==> config.mk <==
export PLATFORM = sky130hd
export DESIGN_NAME = c1_cycle_ctrl
export DESIGN_NICKNAME = d
export VERILOG_FILES = /design/src/rtl/c1_cycle_ctrl.sv
export SDC_FILE = /design/constraint.sdc
export NUM_CORES = 1
export LEC_CHECK = 0
export CAP_MARGIN = 15
export CORE_AREA = 2 2 49 51
export DETAILED_ROUTE_END_ITERATION = 10
export DIE_AREA = 0 0 51 53
export GPL_ROUTABILITY_DRIVEN = 1
export PLACE_DENSITY = 0.76
export SYNTH_ARGS = -nofsm -noshare
export SYNTH_HDL_FRONTEND = slang
export SYNTH_SLANG_ARGS = --single-unit
export TNS_END_PERCENT = 5
==> constraint.sdc <==
create_clock -name CLK_68KCLK -period 2.5 [get_ports CLK_68KCLK]
set_input_delay 0.75 -clock CLK_68KCLK [delete_from_list [all_inputs] [get_ports CLK_68KCLK]]
set_output_delay 0.75 -clock CLK_68KCLK [all_outputs]
set_load 0.01 [all_outputs]
==> src/rtl/c1_cycle_ctrl.sv <==
// 68k bus cycle controller: zone decode, wait-state insertion,
// port handshake, DTACK generation and bus-error watchdog.
module c1_cycle_ctrl #(
  parameter int TIMEOUT = 255
) (
  input  logic       CLK_68KCLK,
  input  logic       nRESET,
  input  logic       nAS,
  input  logic [3:0] M68K_ADDR,
  input  logic       nROMWAIT,
  input  logic       nPWAIT0,
  input  logic       nPWAIT1,
  input  logic       PDTACK,
  output logic       nDTACK,
  output logic       nBERR,
  output logic [2:0] CYCLE_STATE
);

  typedef enum logic [2:0] {
    S_IDLE = 3'd0,
    S_WAIT = 3'd1,
    S_PACK = 3'd2,
    S_ACK  = 3'd3,
    S_ERR  = 3'd4
  } state_t;

  localparam logic [7:0] TO_LIM = 8'(TIMEOUT);

  state_t     state_q, state_d;
  logic [1:0] cnt_q, cnt_d;
  logic [7:0] wd_q, wd_d;
  logic [7:0] wd_inc;
  logic       port_q, port_d;
  logic       as_prev_q;
  logic       ndtack_q, nberr_q;

  logic       is_rom, is_port, is_card, is_sys;
  logic [1:0] n_start;
  logic       start;
  logic       w_done;
  logic       hold;

  always_comb begin
    is_rom  = (M68K_ADDR == 4'h0);
    is_port = (M68K_ADDR == 4'h2);
    is_card = (M68K_ADDR[3:2] == 2'b10);
    is_sys  = (M68K_ADDR == 4'hC);
    n_start = 2'd0;
    unique case (1'b1)
      is_rom:  n_start = {1'b0, ~nROMWAIT};
      is_port: n_start = {~nPWAIT0, ~nPWAIT1};
      is_card: n_start = 2'd2;
      is_sys:  n_start = 2'd0;
      default: n_start = 2'd0;
    endcase
  end

  always_comb begin
    state_d = state_q;
    cnt_d   = cnt_q;
    wd_d    = wd_q;
    port_d  = port_q;
    wd_inc  = wd_q + 8'd1;
    start   = ~nAS & as_prev_q;
    w_done  = (cnt_q == 2'd1);
    // hold: a port device still holding off the acknowledge
    hold    = port_q & ~PDTACK;
    unique case (state_q)
      S_IDLE: begin
        if (start) begin
          cnt_d  = n_start;
          port_d = is_port;
          wd_d   = 8'd0;
          if (n_start != 2'd0)
            state_d = S_WAIT;
          else if (is_port && !PDTACK)
            state_d = S_PACK;
          else
            state_d = S_ACK;
        end
      end
      S_WAIT: begin
        if (nAS) begin
          state_d = S_IDLE;
        end else begin
          cnt_d = cnt_q - 2'd1;
          wd_d  = wd_inc;
          if (w_done && !hold)
            state_d = S_ACK;
          else if (wd_inc == TO_LIM)
            state_d = S_ERR;
          else if (w_done)
            state_d = S_PACK;
        end
      end
      S_PACK: begin
        if (nAS) begin
          state_d = S_IDLE;
        end else begin
          wd_d = wd_inc;
          if (PDTACK)
            state_d = S_ACK;
          else if (wd_inc == TO_LIM)
            state_d = S_ERR;
        end
      end
      S_ACK, S_ERR: begin
        if (nAS)
          state_d = S_IDLE;
      end
      default: state_d = S_IDLE;
    endcase
  end

  always_ff @(posedge CLK_68KCLK) begin
    if (!nRESET) begin
      state_q   <= S_IDLE;
      cnt_q     <= 2'd0;
      wd_q      <= 8'd0;
      port_q    <= 1'b0;
      as_prev_q <= 1'b0;
      ndtack_q  <= 1'b1;
      nberr_q   <= 1'b1;
    end else begin
      state_q   <= state_d;
      cnt_q     <= cnt_d;
      wd_q      <= wd_d;
      port_q    <= port_d;
      as_prev_q <= nAS;
      ndtack_q  <= (state_d != S_ACK);
      nberr_q   <= (state_d != S_ERR);
    end
  end

  assign nDTACK      = ndtack_q;
  assign nBERR       = nberr_q;
  assign CYCLE_STATE = state_q;

endmodule

==> impl_metrics.json <==
{
  "numPortBuffers": 15,
  "dr.pass1.iters": 4,
  "die_x_um": 51,
  "io-pin-count": 16,
  "antenna_found_initial": 0,
  "vias_per_cell": 5.858,
  "p_int_mw": 0.3841,
  "finalHoldViolCount": 0,
  "largest_net_degree_at_the_start_of_global_routing": 15,
  "cp.required_ps": 1750,
  "async_flop_share": 0,
  "post-layout-total-power_mw": 0.5284,
  "hold_buffers": 0,
  "synth_nets": 161,
  "finalWorstPathRequiredPeriod_ps": 2264,
  "clock_tree.htree_level_count": 1,
  "syn_area_mm2": 0.001121,
  "fin_worst_skew_ps": 5.034,
  "p_sw_frac": 0.2730,
  "clockPowerShare": 0.284,
  "critPathBufInv": 1,
  "timing.setup.critical_path_class": "flop to output port",
  "synth_sequential_area_ratio": 0.3036,
  "slew-limit-headroom": 0.7100,
  "worst-path-max-fanout": 14,
  "timing.critical_path.max_delay_family": "buffers and inverters",
  "dp_hpwl_um": 1927,
  "sequentialPowerShare": 0.548,
  "synth_edf_count": 0,
  "root_buffer": "sky130_fd_sc_hd__clkbuf_4",
  "clk_buf_depth": 2,
  "maxSlewViolCount": 0,
  "place.gp.congestion": 0.8222,
  "die_h_um": 53,
  "post_cts_resize_count": 0,
  "cellPowerDensity_mw_per_mm2": 400.3,
  "setup.worst_path.start_class": "flop",
  "detailedRoute.firstIterationViolations": 21,
  "timing_worst_slew_pin_value_ps": 434.3,
  "cts_inserted_buffers": 3,
  "grt.total_usage": 0.2082,
  "grt.met2_usage": 0.3680,
  "max_clock_freq_mhz": 441.6,
  "endpoint_kind": "output port",
  "outcome": "completed",
  "placed_cell_area_mm2": 0.001294,
  "initial_core_util": 0.5218,
  "die-area_mm2": 0.002703,
  "grt_setup_unrepaired": "no",
  "yosys_register_bits": 17,
  "timing.critical_path.cells": "clkdlybuf4s50_1",
  "final_layout_size_suffix_gt1_frac": 0.05556,
  "timing.final.ws_setup_ps": 235.7,
  "combinational_group_share_of_total_power": 0.168,
  "timing.hold.ws_ps": 510.2,
  "routed_wire_length_per_instance_um": 13.11,
  "number_of_global_route_vias_before_repair": 1015,
  "ys_types": 42,
  "routed_wirelength_um": 2491,
  "area_growth_syn_to_layout_pct": 17.75,
  "vdd_drop_max_uv": 294.1,
  "layout_commonest_cell": "sky130_fd_sc_hd__dfxtp_1",
  "synth_top_flop_cell": "sky130_fd_sc_hd__dfxtp_1",
  "globalRouteOverflowTotal": 0,
  "clock_latency_ps": 290,
  "p_leak_nw": 0.4610,
  "hold_path.class": "flop to flop",
  "design.final.nets": 177,
  "core_mm2": 0.002148,
  "layout.filler_cells": 205,
  "placement_rows": 17,
  "globalRouteMet3Util": 0.02542,
  "tritoncts_num_sinks": 17,
  "worst_setup_hold_path_clk_slew_ps": 100,
  "crit_arrival_ps": 1510,
  "synthesis.yosys.warnings": 0,
  "grt_busiest_layer": "met2",
  "global_route_wire_length_before_repair_um": 4284,
  "post-route-period-util": 0.9057,
  "setup.reg_to_reg.worst_slack_ps": 360,
  "timing.max_cap.violations": 0,
  "insertedDiodeCount": 0,
  "dr_total_vias": 1113,
  "slowest_delay_ps": 620,
  "standard_cell_with_the_maximum_stage_delay_on_the_critical_path": "sky130_fd_sc_hd__clkdlybuf4s50_1",
  "cts.repair_timing.setup_buffer_count": 0,
  "final_cell_area_mm2": 0.001320,
  "tritoncts": "built",
  "final_cell_mix": "sky130_fd_sc_hd__dfxtp_1, sky130_fd_sc_hd__clkdlybuf4s50_1, sky130_fd_sc_hd__nand2_1, sky130_fd_sc_hd__nor2_1",
  "met1_usage": 0.2612,
  "power.switching_mw": 0.1442,
  "finalSetupViolCount": 0,
  "antenna_violating_nets_remaining": 0,
  "pre_cts_slack_ps": 79.17,
  "post-route-drc-count": 0,
  "mapped_avg_cell_area_um2": 7.626,
  "synthesis.instances": 147,
  "final.setup.tns_ps": 0
}
[cell type report]
cell class / count / area [µm²] / area share
Tap cell: 28 / 35.03 / 0.02654
Clock buffer: 4 / 26.28 / 0.01991
Multi-Input combinational cell: 119 / 734.5 / 0.5564
Timing Repair Buffer: 17 / 165.2 / 0.1251
Inverter: 5 / 18.77 / 0.01422
Sequential cell: 17 / 340.3 / 0.2578
[worst paths after layout]
kind | start | end | cells past startpoint
worst min-delay path | cnt_q[1]$_SDFFE_PN0P_ | cnt_q[1]$_SDFFE_PN0P_ | 1
worst min register to register | cnt_q[1]$_SDFFE_PN0P_ | cnt_q[1]$_SDFFE_PN0P_ | 1
worst max-delay path | CYCLE_STATE[1]$_SDFF_PN0_ | CYCLE_STATE[1] | 1
worst max register to register | wd_q[0]$_SDFFE_PN0P_ | nDTACK$_SDFF_PN1_ | 6
[cells by family (layout without fill, tap and decap cells)]
kind of cell / count (synthesis) / after routing / synth area share
simple gates: 66 / 66 / 0.3170
compound gates: 47 / 47 / 0.2790
flops: 17 / 17 / 0.3036
buf+inv: 11 / 26 / 0.04129
fa+ha+maj: 3 / 3 / 0.03349
mux: 2 / 2 / 0.01786
xor+xnor: 1 / 1 / 0.007814
[synth_stat cells, types with 2 or more instances]
cell,count,area share
sky130_fd_sc_hd__or3_1,5,0.028
sky130_fd_sc_hd__nand3_1,5,0.022
sky130_fd_sc_hd__a21oi_1,11,0.049
sky130_fd_sc_hd__and3_1,2,0.011
sky130_fd_sc_hd__o21ai_0,11,0.049
sky130_fd_sc_hd__clkbuf_1,4,0.013
sky130_fd_sc_hd__nand2_1,12,0.040
sky130_fd_sc_hd__nand2b_1,4,0.022
sky130_fd_sc_hd__o221ai_1,3,0.023
sky130_fd_sc_hd__inv_1,5,0.017
sky130_fd_sc_hd__a21boi_0,5,0.033
sky130_fd_sc_hd__nor2_1,12,0.040
sky130_fd_sc_hd__nand4_1,2,0.011
sky130_fd_sc_hd__o21a_1,4,0.027
sky130_fd_sc_hd__nor2b_1,5,0.028
sky130_fd_sc_hd__or4_1,3,0.020
sky130_fd_sc_hd__o21bai_1,2,0.013
sky130_fd_sc_hd__nor3_1,4,0.018
sky130_fd_sc_hd__ha_1,3,0.033
sky130_fd_sc_hd__dfxtp_1,17,0.30
sky130_fd_sc_hd__and2_1,5,0.028
sky130_fd_sc_hd__o211ai_1,2,0.013
sky130_fd_sc_hd__mux2i_1,2,0.018
[state kept, by name, summed over array words and instances, names as in the netlist]
name / count
nBERR: 1
as_prev_q: 1
cnt_q: 2
wd_q: 8
port_q: 1
nDTACK: 1
CYCLE_STATE: 3
[metrics by stage]
step,util,instances
after floorplan,-,147
after detailed placement,0.6022,186
final,0.6144,190
after global routing,0.6144,190
after global placement,0.6022,186
after CTS,0.6144,190
[routing by layer]
layer | vias to the layer above | routed length, µm
li1 | 564 | -
met1 | 513 | 1114
met2 | 31 | 1249
met3 | 5 | 98
met4 | 0 | 29
met5 | - | 0
[power by group through the flow]
| stage | sequential, mW | combinational (mW) | clock [mW] |
|---|---|---|---|
| final | 0.290 | 0.0888 | 0.150 |
| after global routing | 0.292 | 0.0999 | 0.165 |
| after CTS | 0.290 | 0.0886 | 0.154 |
| after detailed placement | 0.296 | 0.0883 | 0 |
| after global placement | 0.296 | 0.0863 | 0 |
| after floorplan | 0.290 | 0.0559 | 0 |
(Power assumes the default switching activity.)
==> patch, RTL diff (same settings) <==
Take the reset off `wd_q` and load it in a clocked block of its own.
--- a/src/rtl/c1_cycle_ctrl.sv
+++ b/src/rtl/c1_cycle_ctrl.sv
@@ -117,5 +117,4 @@
       state_q   <= S_IDLE;
       cnt_q     <= 2'd0;
-      wd_q      <= 8'd0;
       port_q    <= 1'b0;
       as_prev_q <= 1'b0;
@@ -125,5 +124,4 @@
       state_q   <= state_d;
       cnt_q     <= cnt_d;
-      wd_q      <= wd_d;
       port_q    <= port_d;
       as_prev_q <= nAS;
@@ -131,4 +129,8 @@
       nberr_q   <= (state_d != S_ERR);
     end
+  end
+
+  always_ff @(posedge CLK_68KCLK) begin
+    wd_q <= wd_d;
   end
 
Function: same outputs for any inputs over 10 cycles, from zero or initial values and one cycle with nRESET low; that may be too few to reach the edited logic, so the function may still have changed.
==> patch against the unedited design <==
Clock skew fell by 1.4 ps; utilization decreased by 8.0 points; wire length decreased by 20%; sequential share of layout area rose by 11 points; worst setup slack improved by 68 ps; area after synthesis is 15% lower; via count decreased by 29%; sequential cell count did not move; cell area decreased by 13%; global-route usage down 3.6 points; die area unchanged; total power rose by 0.36%; largest cell class unchanged.
==> patch: results (changes against the unedited design) <==
setup_path:
  critPathLaunch: "CYCLE_STATE[2]$_SDFF_PN0_"  # was CYCLE_STATE[1]$_SDFF_PN0_
  critPathMaxFanout: 9  # was 14
  r2r-start: "wd_q[0]$_SDFFCE_PN0P_"  # was wd_q[0]$_SDFFE_PN0P_
logic_synthesis:
  synthTopCellsByArea: "edfxtp_1 25%, dfxtp_1 19%, nor2_1 5.5%"  # was dfxtp_1 30%, a21oi_1 4.9%, o21ai_0 4.9%
  synth_edf_count: 8  # was 0
  yosysSeqAreaShare_pct: 44.3  # was 30.4%
  syn-num-nets: 117  # was 161
  yosysUniqueCellTypes: 34  # was 42
  synth_commonest_cells: "14 x nor2_1, 9 x dfxtp_1, 8 x edfxtp_1"  # was 17 x dfxtp_1, 12 x nand2_1, 12 x nor2_1
clock_network:
  root_buffer: "clkbuf_4"  # unchanged
  numCtsBuffers: 3  # unchanged
  clockBufferDepth: 2  # unchanged
  clkLatencyLatePin_ps: 290  # about the same
global_routing:
  grt_pass1_wl_um: 3490  # was 4280 µm
  grt.total_usage_pct: 17.2  # was 20.8%
  grt_max_degree: 11  # was 15
worst_hold_path:
  min_from: "cnt_q[0]$_SDFFE_PN0P_"  # was cnt_q[1]$_SDFFE_PN0P_
power:
  cellLeakagePower_nw: 0.389  # was 0.461 nW
timing:
  worst_pin_slew_ps: 379  # was 434 ps
  fin_worst_skew_ps: 3.68  # was 5.03 ps
outcome:
  status: "finished clean"  # unchanged
final_layout:
  drive_gt1_share_pct: 7.56  # was 5.56%
  nets: 134  # was 177
drt:
  antenna_left: 0  # unchanged
  drt_wl_total_um: 2000  # was 2490 µm
placement:
  place_hpwl_um: 1500  # was 1930 µm
  detailedPlace.worstSlack_ps: 132  # was 79.2 ps
[patch: worst paths after layout]
kind,slack [ps],endpoint
max,300,CYCLE_STATE[2]
min,470,cnt_q[0]$_SDFFE_PN0P_
max reg2reg,560,nBERR$_SDFF_PN1_
min reg2reg,470,cnt_q[0]$_SDFFE_PN0P_
[patch: per-stage QoR]
stage | cells | area (µm²) | hold WS (ps)
2_1_floorplan | 103 | 951 | 432
5_1_grt | 147 | 1150 | 510
6_report | 147 | 1150 | 473
3_5_place_dp | 143 | 1120 | 457
3_3_place_gp | 143 | 1120 | 456
4_1_cts | 147 | 1150 | 471
[patch: kinds of logic after synthesis]
kind of cell / synth area share, %
xor+xnor: 4.61
simple gates: 23.3
flops: 44.3
buf+inv: 5.27
compound gates: 18.6
fa+ha+maj: 3.95
[patch: final cells by class]
cell class / instances / area, µm²
Clock buffer: 3 / 22.5
Clock inverter: 1 / 5.00
Fill cell: 206 / 1000
Inverter: 5 / 18.8
Multi-Input combinational cell: 76 / 480
Sequential cell: 17 / 420
Tap cell: 28 / 35.0
Timing Repair Buffer: 17 / 165
[patch: metal layers]
metal	share of wire [%]	global-route usage, %
met5	0	0
met4	1.2	5.41
met1	42	19.9
met3	4.9	3.11
met2	52	32.0
[patch: power breakdown]
part / total, mW / leakage [nW] / internal [mW] / switching (mW)
registers: 0.311 / 0.150 / 0.302 / 0.00956
logic: 0.0722 / 0.222 / 0.0364 / 0.0358
clock network: 0.147 / 0.0177 / 0.0595 / 0.0872
